<file path="src/rtl/cpu_pkg.sv">
// Shared CPU constants and types, used by the decoder, writeback stage and register file.
package cpu_pkg;

    localparam int XLEN  = 32;
    localparam int NREGS = 32;
    localparam int AW    = $clog2(NREGS);

    typedef logic [AW-1:0]   reg_addr_t;
    typedef logic [XLEN-1:0] xword_t;

endpackage : cpu_pkg

</file>
<file path="src/rtl/regfile.sv">
// Integer register file: x1..x31 stored, x0 hardwired to zero.
// Two combinational read ports and one synchronous write port.
module regfile
    import cpu_pkg::*;
(
    input  logic      clk,
    input  reg_addr_t rs1,
    input  reg_addr_t rs2,
    input  reg_addr_t rd,
    input  xword_t    wd,
    input  logic      we,
    output xword_t    rd1,
    output xword_t    rd2,
    input  logic      rst
);

    xword_t regs [1:NREGS-1];

    // A floating rst (X/Z) makes the if-condition false, so it behaves as deasserted.
    always_ff @(posedge clk) begin
        if (rst) begin
            for (int i = 1; i < NREGS; i++) begin
                regs[i] <= '0;
            end
        end else if (we && (rd != '0)) begin
            regs[rd] <= wd;
        end
    end

    // No write bypass: forwarding of in-flight results is the pipeline's job.
    always_comb begin
        rd1 = '0;
        rd2 = '0;
        if (rs1 != '0) begin
            rd1 = regs[rs1];
        end
        if (rs2 != '0) begin
            rd2 = regs[rs2];
        end
    end

endmodule : regfile

</file>
<file path="config.mk">
export PLATFORM = sky130hd
export DESIGN_NAME = regfile
export DESIGN_NICKNAME = d
export VERILOG_FILES = /design/src/rtl/cpu_pkg.sv /design/src/rtl/regfile.sv
export SDC_FILE = /design/constraint.sdc
export NUM_CORES = 2
export LEC_CHECK = 0
export BUFFER_PORTS_ARGS = -buffer_cell sky130_fd_sc_hd__buf_4
export CAP_MARGIN = 10
export CORE_UTILIZATION = 50
export CTS_CLUSTER_DIAMETER = 150
export CTS_CLUSTER_SIZE = 25
export DETAILED_ROUTE_END_ITERATION = 16
export HOLD_SLACK_MARGIN = 0.1
export MAX_ROUTING_LAYER = met4
export PLACE_DENSITY_LB_ADDON = 0.2
export RECOVER_POWER = 50
export SLEW_MARGIN = 30
export SYNTH_ARGS = -nofsm -noshare
export SYNTH_HDL_FRONTEND = slang
export SYNTH_SLANG_ARGS = --single-unit
</file>
<file path="constraint.sdc">
create_clock -name clk -period 1.7 [get_ports clk]
set_clock_uncertainty 0.2 [all_clocks]
set_input_delay 0 -clock clk [delete_from_list [all_inputs] [get_ports clk]]
set_output_delay 0 -clock clk [all_outputs]
set_load 0.005 [all_outputs]
</file>
; ---- Yosys cells after proc, flatten, opt, wreduce, memory -nomap -nowiden
; Memories as Yosys holds them, arrays and structs flattened.
; Index checks and enable logic that the tools add are counted.
; Widths: inputs -> output; s select.
[totals]
ff_bits = 0
ramBits = 992
in_bits = 50
out_inout_bits = 64
elab_cells = 16
mem_count = 1
[mem_list]
columns = name, words, word_bits, read_ports, rd_ports_with_merged_regs, write_ports, line_no
row1 = regs, 31, 32, 2, 0, 31, regfile.sv:17  ; xword_t regs [1:NREGS-1];
[op_classes]
muxes = 10
n_reduce_logical = 5
[op_table]
columns = op, count
row1 = $mux 32, 3
row2 = $reduce_or 32->1, 1
row3 = $reduce_bool 5->1, 3
row4 = $mux 1, 6
row5 = $mux 5, 1
row6 = $logic_and 1x1->1, 1

; ---- Logic depth before layout (Yosys ltp)
[logic_depth]
ltp_word = 7
depth_mapped = 9
ltp_nobuf = 4

; ---- Least setup slack after synthesis
; No wires, ideal clock.
[synth_path]
path_type = in2out
startpoint = input rs2[2]
endpoint = output rd2[10]
arrival_time_ns = 1.632
t_required_ns = 1.500
slack_ns = -0.132
stages = 7
path_buffers = 3
cell_sequence = buf_2 -> buf_2 -> buf_1 -> mux4_2 -> mux4_2 -> o22ai_1 -> nor3_1
[synth_between]
elab_chain_cells = 2
word_cells_on_any_way = 3
classes_between = mux (1) / reduce/logical (1) / memory (1)
[synth_lines]
columns = element, line_no
row1 = start: declaration, regfile.sv:8  ; input reg_addr_t rs2,
row2 = $mem_v2 31x32 or $reduce_bool 5->1 (tied branches), --
row3 = $mux 32 *, regfile.sv:37  ; if (rs2 != '0) begin
row4 = end: declaration, regfile.sv:13  ; output xword_t rd2,
; Mark *: on every way between the ends. The rest lies on a longest branch, timed or not.

==> results.json <==
{
  "wl_per_cell_um": 34.0,
  "die_area_um2": 110000,
  "clock_sinks": 1024,
  "multi_input_comb_area_um2": 24000,
  "outcome": "finished, violations left",
  "synthToLayoutAreaGrowth_pct": 20.0,
  "largest_register": "regs",
  "ys_warn_count": 0,
  "cp-start-kind": "flop",
  "cts.htree.levels": 2,
  "top_usage_layer": "met2",
  "dr.pass1.iters": 8,
  "vias_per_cell": 6.66,
  "drive_above_1_share_pct": 37.5,
  "dp_hpwl_mm": 122,
  "layout_common_cells": "edfxtp_1 (1024), and2_1 (970), mux4_2 (472)",
  "initial_utilization_pct": 50.5,
  "cts_tree": "done",
  "place_inst": 5199,
  "async_flop_share_pct": 0,
  "ios": 114,
  "fin_ws_ns": -1.17,
  "required_ns": 1.50,
  "netlist_area_um2": 54200,
  "core_um2": 107000,
  "endpoint": "rd2[30]",
  "slew_headroom_pct": 4.45,
  "crit_start": "regs[29][30]",
  "seqCellArea_um2": 30700,
  "p_leak_uw": 0.0229,
  "powerDensity_nw_per_um2": 809,
  "use_met1_pct": 44.4,
  "overflow": 0,
  "violations": "negative setup slack",
  "vdd_ir_drop_max_mv": 0.942,
  "hold_path.class": "in -> reg",
  "worstMarginPinSlew_ns": 1.43,
  "layout_commonest_cell": "edfxtp_1",
  "drt_iter0_markers": 4579,
  "synth_edf_count": 1024,
  "critical_path_arrival_ns": 2.67,
  "synth_ff_type": "edfxtp_1",
  "top_regs": "regs: 1024 flops",
  "grt_pass1_wl_mm": 259,
  "nets": 3962,
  "portBuffers": 113,
  "setup_violations": 1940,
  "clockBufferDepth": 3,
  "fin_cells": 5323,
  "met2_usage_pct": 52.8,
  "post_synth.cell_area_avg_um2": 15.5,
  "crit_type": "reg -> out",
  "vias": 35500,
  "ys_seq_area_share_pct": 56.7,
  "cts-root-buf": "clkbuf_16",
  "gr-usage-all-layers_pct": 33.9,
  "gr-usage-met3_pct": 5.38,
  "grt_antenna_before_repair": 6,
  "syn_inst": 3500,
  "hold_viol_final": 0,
  "fmax_mhz": 349,
  "die_w_um": 331,
  "drt_wl_total_mm": 181,
  "rsz0062_at_grt": "yes",
  "period_share_pct": 169,
  "place_congestion": 0.932,
  "rows": 120,
  "crit_path_end_kind": "output port",
  "final_core_util_pct": 60.6,
  "cts_buffers": 46,
  "fillers": 7863,
  "max_cap_violations": 0,
  "worstPathMaxFanout": 2,
  "ys_types": 43,
  "grt_start_max_net_pins": 38,
  "period_needed_ns": 2.87,
  "grt_pass1_vias": 36500,
  "antenna_left": 0,
  "die_y_um": 331,
  "yosys_register_bits": 1024,
  "slew_viol_final": 0,
  "largest_reg_flops": 1024,
  "drcViolationCount": 0,
  "path_clk_slew_ns": 0.11
}
==> kinds of logic (layout without fill, tap and decap cells) <==
kind of cell | after synthesis | count (layout) | synth area share [%]
DFF | 1024 | 1024 | 56.7
buffers and inverters | 386 | 769 | 3.31
and+or+nand+nor | 1178 | 1178 | 13.3
AOI/OAI and AO/OA | 259 | 259 | 3.65
muxes | 652 | 652 | 23.0
other | 1 | 38 | 0.00692
==> cells in the mapped netlist (5+ instances only) <==
master,number,share of area [%]
nor4_1,6,0.069
nor3_1,54,0.50
mux2i_1,150,2.8
a211oi_1,7,0.097
nand3_1,5,0.046
or2_2,31,0.36
nand3b_1,5,0.069
buf_2,51,0.47
buf_6,19,0.39
a2111oi_1,41,0.76
a2111oi_0,14,0.23
buf_1,13,0.090
mux4_2,472,20
a21oi_1,12,0.11
nor2_1,36,0.25
and2_1,995,11
nor2b_1,14,0.16
buf_4,37,0.51
mux2_2,30,0.62
nand2_1,8,0.055
edfxtp_1,1024,57
clkbuf_1,264,1.8
o22ai_1,103,1.2
a22o_1,51,0.82
a22oi_1,16,0.22
nand2b_1,6,0.069
==> through the flow <==
| step | hold WS, ns | instance area [um2] | setup slack (ns) | power, uW | TNS (ns) |
|---|---|---|---|---|---|
| 2_1_floorplan | -0.101 | 54800 | -0.0441 | 34700 | -0.312 |
| 3_3_place_gp | 0.220 | 61400 | -1.00 | 38800 | -127.84 |
| 4_1_cts | 0.0986 | 65000 | -1.19 | 52500 | -149.30 |
| 3_5_place_dp | 0.225 | 61400 | -1.05 | 39000 | -145.90 |
| 6_report | 0.0598 | 65100 | -1.17 | 52600 | -317.90 |
| 5_1_grt | 0.146 | 65100 | -1.20 | 53800 | -296.76 |
==> worst min path at each step <==
stage                from      endpoint  slack (ns)  cells after the start
floorplan           wd[0]    regs[0][0]       -0.10                      0
global placement    wd[5]    regs[0][5]        0.22                      1
detailed placement  wd[5]    regs[0][5]        0.22                      1
CTS                 rd[1]  regs[24][20]         0.1                      6
global route        rd[3]   regs[2][15]        0.15                      5
finish              rd[3]   regs[2][15]        0.06                      5
==> critical path, stage by stage (launching register included) <==
cell	delay, ns
edfxtp_1	0.42
mux4_2	0.54
mux4_2	0.57
o22ai_2	0.14
buf_6	0.14
nor3_4	0.04
buf_4	0.14
==> per-layer routing <==
layer,routed length [um],up-vias,share of wire [%]
met2,86400,2289,48
li1,-,14300,-
met1,67600,18500,37
met3,18200,355,10
met4,8580,0,4.7
met5,0,-,0
==> repair_timing <==
| action | in CTS | in global routing |
|---|---|---|
| gates resized for setup | 263 | 31 |
| hold buffers | 54 | 0 |
| endpoints found under the hold margin | 1804 | 0 |
| endpoints found under the setup margin | 64 | 1223 |
| gates cloned | 0 | 1 |
| buffers inserted | 24 | 7 |
| pin swaps | 122 | 16 |
==> area by class of cell <==
class,count,share of cell area (%)
sequential,1024,47.3
multi-input combinational,2121,36.9
timing repair buffer,717,11.3
tap,1403,2.70
clock buffer,50,1.89
antenna,6,0.0231
inverter,2,0.0115
==> power breakdown <==
part / internal [uW] / switching, uW / leakage [uW]
Combinational: 4720 / 4930 / 0.0125
Clock: 5170 / 7910 / 0.000605
Sequential: 29100 / 774 / 0.00975
Note: power is estimated with default switching activity, not from simulation.
